<file path="src/rtl/gtp_tx_mux.sv">
// Round-robin packet mux feeding one Aurora TX stream: channel-ID header, over-length truncation.
// Define GTP_TX_MUX_TRAILER_EN to append a trailer word (0x5A, trunc flag, payload count) to each packet.
module gtp_tx_mux #(
  parameter int unsigned DATA_W        = 32,
  parameter int unsigned NUM_CH        = 4,
  parameter int unsigned MAX_PKT_WORDS = 256,
  parameter logic [7:0]  HDR_MAGIC     = 8'hA5
) (
  input  logic                     user_clk,
  input  logic                     reset,
  input  logic                     channel_up,
  input  logic [NUM_CH*DATA_W-1:0] s_tdata,
  input  logic [NUM_CH-1:0]        s_tvalid,
  input  logic [NUM_CH-1:0]        s_tlast,
  output logic [NUM_CH-1:0]        s_tready,
  output logic [DATA_W-1:0]        m_tdata,
  output logic                     m_tvalid,
  output logic                     m_tlast,
  input  logic                     m_tready,
  output logic                     err_trunc,
  output logic [3:0]               grant_ch
);

  localparam int unsigned CNT_W = $clog2(MAX_PKT_WORDS) + 1;

  localparam logic [2:0] ST_IDLE  = 3'd0;
  localparam logic [2:0] ST_HDR   = 3'd1;
  localparam logic [2:0] ST_DATA  = 3'd2;
  localparam logic [2:0] ST_FLUSH = 3'd3;
`ifdef GTP_TX_MUX_TRAILER_EN
  localparam logic [2:0] ST_TRL   = 3'd4;
`endif

  logic [2:0]        state;
  logic [3:0]        rr_ptr;
  logic [CNT_W-1:0]  word_cnt;
  logic [CNT_W-1:0]  cnt_inc;
  logic              at_max;
  logic              out_free;
  logic              any_req;
  logic [3:0]        next_ch;
  logic [DATA_W-1:0] sel_data;
  logic              sel_valid;
  logic              sel_last;
  logic              beat_acc;
  logic [DATA_W-1:0] hdr_word;
`ifdef GTP_TX_MUX_TRAILER_EN
  logic              trunc_flag;
  logic [DATA_W-1:0] trl_word;
`endif

  assign out_free = !m_tvalid || m_tready;
  assign cnt_inc  = word_cnt + CNT_W'(1);
  assign at_max   = (cnt_inc == CNT_W'(MAX_PKT_WORDS));
  assign beat_acc = (state == ST_DATA) && out_free && sel_valid;

  // First valid channel strictly after rr_ptr, wrapping at NUM_CH-1.
  always_comb begin
    any_req = 1'b0;
    next_ch = '0;
    for (int unsigned off = 1; off <= NUM_CH; off++) begin
      for (int unsigned j = 0; j < NUM_CH; j++) begin
        if (!any_req && s_tvalid[j] && (j == (32'(rr_ptr) + off) % NUM_CH)) begin
          any_req = 1'b1;
          next_ch = 4'(j);
        end
      end
    end
  end

  always_comb begin
    sel_data  = '0;
    sel_valid = 1'b0;
    sel_last  = 1'b0;
    s_tready  = '0;
    for (int unsigned j = 0; j < NUM_CH; j++) begin
      if (grant_ch == 4'(j)) begin
        sel_data    = s_tdata[j*DATA_W +: DATA_W];
        sel_valid   = s_tvalid[j];
        sel_last    = s_tlast[j];
        s_tready[j] = ((state == ST_DATA) && out_free) || (state == ST_FLUSH);
      end
    end
  end

  always_comb begin
    hdr_word                   = '0;
    hdr_word[DATA_W-1 -: 8]    = HDR_MAGIC;
    hdr_word[DATA_W-9 -: 8]    = 8'(grant_ch);
`ifdef GTP_TX_MUX_TRAILER_EN
    trl_word                   = DATA_W'(word_cnt);
    trl_word[DATA_W-1 -: 16]   = {8'h5A, 7'b0, trunc_flag};
`endif
  end

  always_ff @(posedge user_clk) begin
    if (reset) begin
      state     <= ST_IDLE;
      rr_ptr    <= 4'(NUM_CH - 1);
      grant_ch  <= '0;
      word_cnt  <= '0;
      m_tvalid  <= 1'b0;
      m_tlast   <= 1'b0;
      m_tdata   <= '0;
      err_trunc <= 1'b0;
`ifdef GTP_TX_MUX_TRAILER_EN
      trunc_flag <= 1'b0;
`endif
    end else begin
      err_trunc <= 1'b0;
      // Drain by default; any load below overrides this.
      if (out_free) m_tvalid <= 1'b0;
      case (state)
        ST_IDLE: begin
          if (channel_up && any_req) begin
            grant_ch <= next_ch;
            rr_ptr   <= next_ch;
            word_cnt <= '0;
`ifdef GTP_TX_MUX_TRAILER_EN
            trunc_flag <= 1'b0;
`endif
            state    <= ST_HDR;
          end
        end
        ST_HDR: begin
          if (out_free) begin
            m_tdata  <= hdr_word;
            m_tvalid <= 1'b1;
            m_tlast  <= 1'b0;
            state    <= ST_DATA;
          end
        end
        ST_DATA: begin
          if (beat_acc) begin
            m_tdata  <= sel_data;
            m_tvalid <= 1'b1;
            word_cnt <= cnt_inc;
`ifdef GTP_TX_MUX_TRAILER_EN
            m_tlast  <= 1'b0;
            if (sel_last || at_max) begin
              trunc_flag <= !sel_last;
              err_trunc  <= !sel_last;
              state      <= ST_TRL;
            end
`else
            m_tlast  <= sel_last || at_max;
            if (sel_last) begin
              state <= ST_IDLE;
            end else if (at_max) begin
              err_trunc <= 1'b1;
              state     <= ST_FLUSH;
            end
`endif
          end
        end
        ST_FLUSH: begin
          if (sel_valid && sel_last) state <= ST_IDLE;
        end
`ifdef GTP_TX_MUX_TRAILER_EN
        ST_TRL: begin
          if (out_free) begin
            m_tdata  <= trl_word;
            m_tvalid <= 1'b1;
            m_tlast  <= 1'b1;
            state    <= trunc_flag ? ST_FLUSH : ST_IDLE;
          end
        end
`endif
        default: state <= ST_IDLE;
      endcase
    end
  end

endmodule

</file>
<file path="config.mk">
export PLATFORM = sky130hd
export DESIGN_NAME = gtp_tx_mux
export DESIGN_NICKNAME = d
export VERILOG_FILES = /design/src/rtl/gtp_tx_mux.sv
export SDC_FILE = /design/constraint.sdc
export NUM_CORES = 1
export LEC_CHECK = 0
export BUFFER_PORTS_ARGS = -buffer_cell sky130_fd_sc_hd__buf_2
export CORE_ASPECT_RATIO = 0.9
export CORE_UTILIZATION = 48
export DETAILED_ROUTE_END_ITERATION = 6
export GPL_TIMING_DRIVEN = 0
export PLACE_DENSITY = 0.87
export SETUP_SLACK_MARGIN = 0.05
export SYNTH_ARGS = -nofsm -noshare
export SYNTH_HDL_FRONTEND = slang
export SYNTH_SLANG_ARGS = --single-unit
</file>
<file path="constraint.sdc">
create_clock -name user_clk -period 6.1 [get_ports user_clk]
set_clock_uncertainty 0.1 [all_clocks]
set_input_delay 1.83 -clock user_clk [delete_from_list [all_inputs] [get_ports user_clk]]
set_output_delay 1.83 -clock user_clk [all_outputs]
set_load 0.03 [all_outputs]
</file>
# Word level (Yosys, flattened, before mapping)
# Index checks and enable logic that the tools add are counted.
# W data, S select, Z words.
# classes
muxes	68
eq_ne	24
n_bitwise	2
reduce_logical	67
addsub	5
# ops
op	count
$mux W32	6
$logic_not A32 Y1	4
$pmux W32 S2	1
$mux W4	14
$logic_and A1 B1 Y1	35
$mux W1	35
$mux W3	6
$mux W9	2
$pmux W9 S2	1
$eq A2 B2 Y1 const A	8
$logic_not A1 Y1	16
$pmux W3 S4	1
$add A9 B1 Y9 const B	1
$eq A9 B9 Y1 const B	1
$eq A1 B2 Y1 const A	4
$eq A4 B2 Y1 const B	2
$eq A3 B2 Y1 const B	2
$ne A2 B2 Y1 const B	3
$reduce_and A3 Y1	2
$reduce_and A5 Y1	1
$add A2 B1 Y2 const B	2
$add A2 B2 Y2 const B	2
$eq A4 B1 Y1 const B	1
$logic_not A4 Y1	1
other kinds (10)	15
# word_totals
out_inout_bits	43
word_cells	174
register_bits	53
input_bits	140

# Logic depth before layout (Yosys ltp)
# Gate-level depths: netlist of run 1.
# logic_depth
depth_word	67
ltp_mapped	9
mapped_depth_nobuf	7

# Worst setup path after synthesis of run 1
# Ideal clock, no wire load.
# synth_path
kind	input to output
startpoint	input m_tready
endpoint	output s_tready[1]
path_slack_ns	1.261
t_arrival_ns	2.909
t_required_ns	4.170
n_path_buf	0
stages	3
path_cell_list	nand2b_1 > a21oi_1 > nor3b_1
# synth_via
elab_chain_cells	4
# synth_rtl
element	line_no	text
from (decl)	19	input logic m_tready,
$logic_or A1 B1 Y1	52	assign out_free = !m_tvalid || m_tready;
$logic_and A1 B1 Y1	81	s_tready[j] = ((state == ST_DATA) && out_free) || (state == ST_FLUSH);
$logic_or A1 B1 Y1	81	
$mux W1	77	if (grant_ch == 4'(j)) begin
to (decl)	15	output logic [NUM_CH-1:0] s_tready,
# No other way between the ends.

# Final worst setup path of run 1
# layout_path
startpoint	input m_tready
endpoint	output s_tready[3]
# The elaborated chain is that of the path after synthesis.

==> impl_metrics.yaml, run 1 <==
run_status:
  status: "completed"
die:
  rows: 27
  dieArea_mm2: 0.00684
  io_pins: 183
  fp.dieH_um: 78.6
  start_util_pct: 50.3
  coreArea_mm2: 0.00622
  fp.dieW_um: 87.1
worst_setup_path:
  cp_data_arrival_time_ps: 2860
  cp-end-kind: "output pin"
  path_cells: "buf_2 -> nand2b_1 -> a21oi_1 -> and3b_1 -> buf_2"
  worstPathRequired_ps: 4170
  max_stage_delay_ps: 320
  cp_slowest_cell: "a21oi_1"
  path_buf_inv: 2
  startpoint: "m_tready"
  worst_setup_path_start_kind: "input port"
  crit_family: "simple AND/OR/NAND/NOR gates"
  r2r_start: "state[0]"
  crit_top_cell: "buf_2"
  worst-path-max-fanout: 8
  crit_type: "in -> out"
cts:
  clockBufferDepth: 2
  hold_buffers: 0
  cts.repair.resized: 0
  clock_latency_ps: 290
  cts_sinks: 50
  cts_buffers: 5
  cts_setup_buffers: 0
  clk_root_buffer_cell: "clkbuf_8"
  cts.clk_slew.worst_paths_ps: 90
  htree_levels: 2
  cts_tree: "done"
yosys:
  synth-seq-cells: 50
  netlist.area_leader.share_pct: 32.0
  yosys-top-cells-area: "dfxtp_1 (32%), mux4_2 (23%), a21oi_1 (6.7%)"
  netlist_area_mm2: 0.00313
  synth_edf_count: 0
  synth-async-reset-ratio_pct: 0
  avgSynthCellArea_um2: 9.50
  synthFlopType: "dfxtp_1"
  synth_top_cell_by_area: "dfxtp_1"
  yosysWarningCount: 0
  ys_types: 46
  synthCells: 329
  synth-seq-area-share_pct: 32.0
global_routing:
  antenna_found_initial: 0
  grt_max_degree: 16
  use_met1_pct: 36.7
  grt_pass1_vias: 3372
  overflow: 0
  use_met3_pct: 5.36
  groute.usage.overall_pct: 30.4
  grt_first_pass_wirelength_mm: 16.1
  top_usage_layer: "met2"
  grt_use_met2_pct: 56.4
route:
  drt_first_iter_violations: 194
  vias: 3435
  drc: 0
  wl_per_cell_um: 16.7
  vias_per_cell: 5.69
  wirelength_mm: 10.1
  antenna_left: 0
  first_pass_iters: 5
power:
  p_leak_nw: 1.87
  pwr_density_cell_mw_per_mm2: 309
  total_power_mw: 1.32
  max-vdd-ir-drop_mv: 0.183
final_layout:
  layout_commonest_cell: "buf_2"
  syn2layout_area_growth_pct: 36.8
  post-route-util_pct: 68.8
  fillers: 548
  layoutNonFillerInstCount: 604
  seq_area_mm2: 0.00100
  antenna_cells: 0
  drive_gt1_share_pct: 46.6
  multi_input_area_mm2: 0.00193
  nNetsFinal: 662
  final_cell_mix: "buf_2 (183), dfxtp_1 (50), nand2_1 (46)"
placed_design:
  dp.cells: 596
  io_buffers: 179
  place_congestion: 0.862
  place_hpwl_mm: 8.07
run:
  cap_violations: 0
sta:
  finalCritPeriodShare_pct: 78.5
  finalCriticalPeriod_ps: 4790
  rsz0062_at_grt: "no"
  max-slew-margin-rel_pct: 57.2
  slew_viol_final: 0
  timing.final.hold_violations: 0
  timing_worst_slew_pin_value_ps: 642
  tns_ps: 0
  fmax_mhz: 209
  setup_violations: 0
min_path:
  holdCritPathClass: "reg -> reg"
  hp-start: "m_tdata[5]"
## cell usage after synthesis, types with 6 or more instances
cell      number
mux4_2        32
nand2_1       46
ha_1           6
nand3_1       23
mux2i_1        6
a21oi_1       42
a22oi_1        6
inv_1          7
nor2_1        15
nor3_1         9
clkbuf_1      13
dfxtp_1       50
o21ai_0       12
## where the power goes
part	internal, mW	total [mW]	switching (mW)
clock	0.175	0.283	0.109
combinational	0.271	0.646	0.375
sequential	0.363	0.393	0.0297
## kinds of logic (layout without fill, tap and decap cells)
family                   after synthesis  count (layout)  share of synthesized area [%]
AO/OA/AOI/OAI                         80              80                           15.7
adder cells (fa/ha/maj)                6               6                           2.40
other                                  1               2                          0.120
AND/OR/NAND/NOR                      114             114                           17.3
multiplexers                          41              41                           26.1
flip-flops                            50              50                           32.0
buffers and inverters                 37             224                           6.40
## stage by stage
step	setup WS, ps	area (µm²)	hold WS (ps)
after floorplan	1260	3130	354
after global placement	1340	4140	339
after detailed placement	1310	4140	345
after CTS	1310	4280	358
after global routing	1200	4280	381
final	1310	4280	358
## worst paths after layout
check                           depth (start not counted)  slack (ps)          end
worst min register to register                          2         360   m_tdata[5]
worst max register to register                          7        3760  m_tdata[30]
worst min-delay path                                    2         360   m_tdata[5]
worst max-delay path                                    5        1310  s_tready[3]
## sequential cells by signal (all words and copies together), names as in the netlist
name,cells
err_trunc,1
grant_ch,2
m_tdata,32
m_tlast,1
m_tvalid,1
rr_ptr,2
state,2
word_cnt,9
## routing by layer
layer / share of wire [%] / vias to the layer above / wire length [µm]
met5: 0 / - / 0
met3: 7.0 / 10 / 705
li1: - / 1600 / -
met2: 53 / 175 / 5330
met1: 39 / 1650 / 3950
met4: 0.95 / 0 / 96
## tightest hold or removal path: cells and delay by family (launching register included)
family | cells | cell delay, ps
DFF | 1 | 320
and+or+nand+nor | 1 | 50
AOI/OAI and AO/OA | 1 | 50
## layout make-up
type,count,share of cell area (%)
buffer,29,3.98
clock buffer,6,1.93
clock inverter,2,1.40
inverter,8,0.702
multi-input combinational,243,45.1
sequential,50,23.4
tap,87,2.54
timing repair buffer,179,20.9
(Power assumes the default switching activity.)
==> run 2, diff against run 1 <==
ABC_AREA = 1   (was default)
CORE_UTILIZATION = 41   (was 48)
PLACE_DENSITY = 0.78   (was 0.87)
clock period = 4.09 ns   (was 6.1 ns; I/O delays follow)
==> run 2 against run 1 <==
  * Non-clock buffer count is 6 higher
  * Clock power is 8.5% higher
  * Wire length is 17% higher
  * Clock-buffer cell count stayed put
  * Power is 120% higher
  * Combinational power grew to 2.8 times the previous value
==> impl_metrics.yaml, run 2 <==
cts:
  cts_setup_buffers: 0
  cts_tree: "done"
  hold_buffers: 0
  clk_root_buffer_cell: "clkbuf_8"
  clock_latency_ps: 310
  cts_buffers: 5
  htree_levels: 2
  clockBufferDepth: 2
  cts_sinks: 50
  cts.clk_slew.worst_paths_ps: 90
die:
  io_pins: 183
  dieArea_mm2: 0.00836
  fp.dieH_um: 86.8
  rows: 30
  fp.dieW_um: 96.3
  start_util_pct: 42.8
  coreArea_mm2: 0.00766
worst_setup_path:
  cp_slowest_cell: "dfxtp_1"
  crit_family: "buffers and inverters"
  worstPathRequired_ps: 2760
  worst-path-max-fanout: 9
  worst_setup_path_start_kind: "flip-flop"
  crit_type: "reg -> out"
  path_cells: "inv_1 -> ha_1 -> clkbuf_1 -> inv_1 -> nor2_1 -> nor2_1 -> nor2_1 -> buf_2"
  path_buf_inv: 4
  max_stage_delay_ps: 420
  crit_top_cell: "nor2_1"
  cp-end-kind: "output pin"
  cp_data_arrival_time_ps: 2330
route:
  drt_first_iter_violations: 293
  wl_per_cell_um: 15.1
  vias_per_cell: 5.55
  drc: 0
  vias: 4332
  first_pass_iters: 5
  wirelength_mm: 11.8
  antenna_left: 0
global_routing:
  antenna_found_initial: 0
  groute.usage.overall_pct: 28.5
  grt_first_pass_wirelength_mm: 18.4
  overflow: 0
  grt_max_degree: 16
  grt_pass1_vias: 4050
final_layout:
  seq_area_mm2: 0.00100
  multi_input_area_mm2: 0.00199
  syn2layout_area_growth_pct: 34.1
  regMostFlops: "m_tdata"
  drive_gt1_share_pct: 31.6
  final_cell_mix: "buf_2 (186), nand2_1 (91), nor2_1 (61)"
  largest_reg_flops: 32
  fillers: 775
  reg_top3: "m_tdata x32, word_cnt x9"
  layoutNonFillerInstCount: 780
  nNetsFinal: 829
  layout_commonest_cell: "buf_2"
  antenna_cells: 0
yosys:
  netlist_area_mm2: 0.00328
  avgSynthCellArea_um2: 6.61
  synth-simple-area-share_pct: 29.2
  synthFlopType: "dfxtp_1"
  synth-seq-area-share_pct: 30.5
  synth_edf_count: 0
  netlist.area_leader.share_pct: 30.5
  synthAdderAreaFrac_pct: 2.29
  synth_top_cell_by_area: "dfxtp_1"
  synth-async-reset-ratio_pct: 0
  synth_top_family_by_area: "simple AND/OR/NAND/NOR gates"
  muxShareOfSynthArea_pct: 0
  synth_xor_area_share_pct: 1.60
  synthCells: 496
  yosys-top-cells-area: "dfxtp_1 (31%), nand2_1 (10%), o21ai_0 (7.8%)"
  ys_types: 41
  synth_commonest_cells: "nand2_1 (91), nor2_1 (62), o21ai_0 (51), dfxtp_1 (50)"
  yosysWarningCount: 0
  synth_most_common_cell: "nand2_1"
  synth-compound-area-share_pct: 27.4
  synth-seq-cells: 50
sta:
  slew_viol_final: 0
  tns_ps: 0
  fmax_mhz: 273
  finalCriticalPeriod_ps: 3660
  timing_worst_slew_pin_value_ps: 578
  finalCritPeriodShare_pct: 89.5
  timing.final.hold_violations: 0
  setup_violations: 0
  max-slew-margin-rel_pct: 61.4
  whs_ps: 366
  rsz0062_at_grt: "no"
run:
  cap_violations: 0
placed_design:
  dp.cells: 772
  place_hpwl_mm: 9.46
  io_buffers: 179
  place_congestion: 0.928
power:
  total_power_mw: 2.92
  p_leak_nw: 2.15
  pwr_density_cell_mw_per_mm2: 663
  max-vdd-ir-drop_mv: 0.338
min_path:
  holdCritPathClass: "reg -> reg"
run_status:
  status: "completed"
-- run 2: power breakdown --
part / total (mW) / internal (mW) / switching [mW]
logic: 1.83 / 0.592 / 1.24
registers: 0.776 / 0.660 / 0.116
clock network: 0.307 / 0.136 / 0.171
-- run 2: kinds of logic after synthesis --
group / after synthesis
xor gates and xnor gates: 6
and+or+nand+nor: 215
buffers and inverters: 70
adders and majority gates: 6
AOI/OAI and AO/OA: 148
other: 1
DFF: 50
-- run 2: what timing repair did --
action,in CTS,in global routing
resized for setup,0,1
hold endpoints to repair,0,0
endpoints found under the setup margin,0,1
-- run 2: stage by stage --
step | setup WS [ps] | utilization [%] | area [µm²]
after floorplan | 892 | - | 3280
after global placement | 510 | 56.1 | 4300
after detailed placement | 470 | 56.1 | 4300
after CTS | 212 | 57.4 | 4390
after global routing | 299 | 57.4 | 4400
final | 431 | 57.4 | 4400
-- run 2: per-layer routing --
metal / track usage, % / wire length (µm) / part of all wire (%) / vias to the layer above
met5: 0 / 0 / 0 / -
met4: 7.87 / 220 / 1.9 / 0
met3: 4.30 / 981 / 8.3 / 23
met2: 50.2 / 5590 / 47 / 225
met1: 35.7 / 5000 / 42 / 2002
li1: - / - / - / 2082
-- run 2: layout make-up --
cell class / instances / area share [%]
Multi-Input combinational cell: 377 / 45.4
Timing Repair Buffer: 179 / 20.4
Inverter: 35 / 2.99
Clock inverter: 2 / 0.285
Buffer: 35 / 3.61
Sequential cell: 50 / 22.8
Clock buffer: 6 / 1.88
Tap cell: 96 / 2.73
-- run 2: tightest hold or removal path: cells and delay by family, from the launching register on --
family,cells,cell delay [ps]
flip-flops,1,310
AND/OR/NAND/NOR,1,60
AO/OA/AOI/OAI,1,50
-- run 2: worst paths after layout --
check	from	endpoint	slack [ps]	cells after the start
worst min register to register	m_tdata[6]	m_tdata[6]	370	2
worst max register to register	state[0]	m_tdata[24]	1340	11
worst max-delay path	state[0]	s_tready[2]	430	8
worst min-delay path	m_tdata[6]	m_tdata[6]	370	2
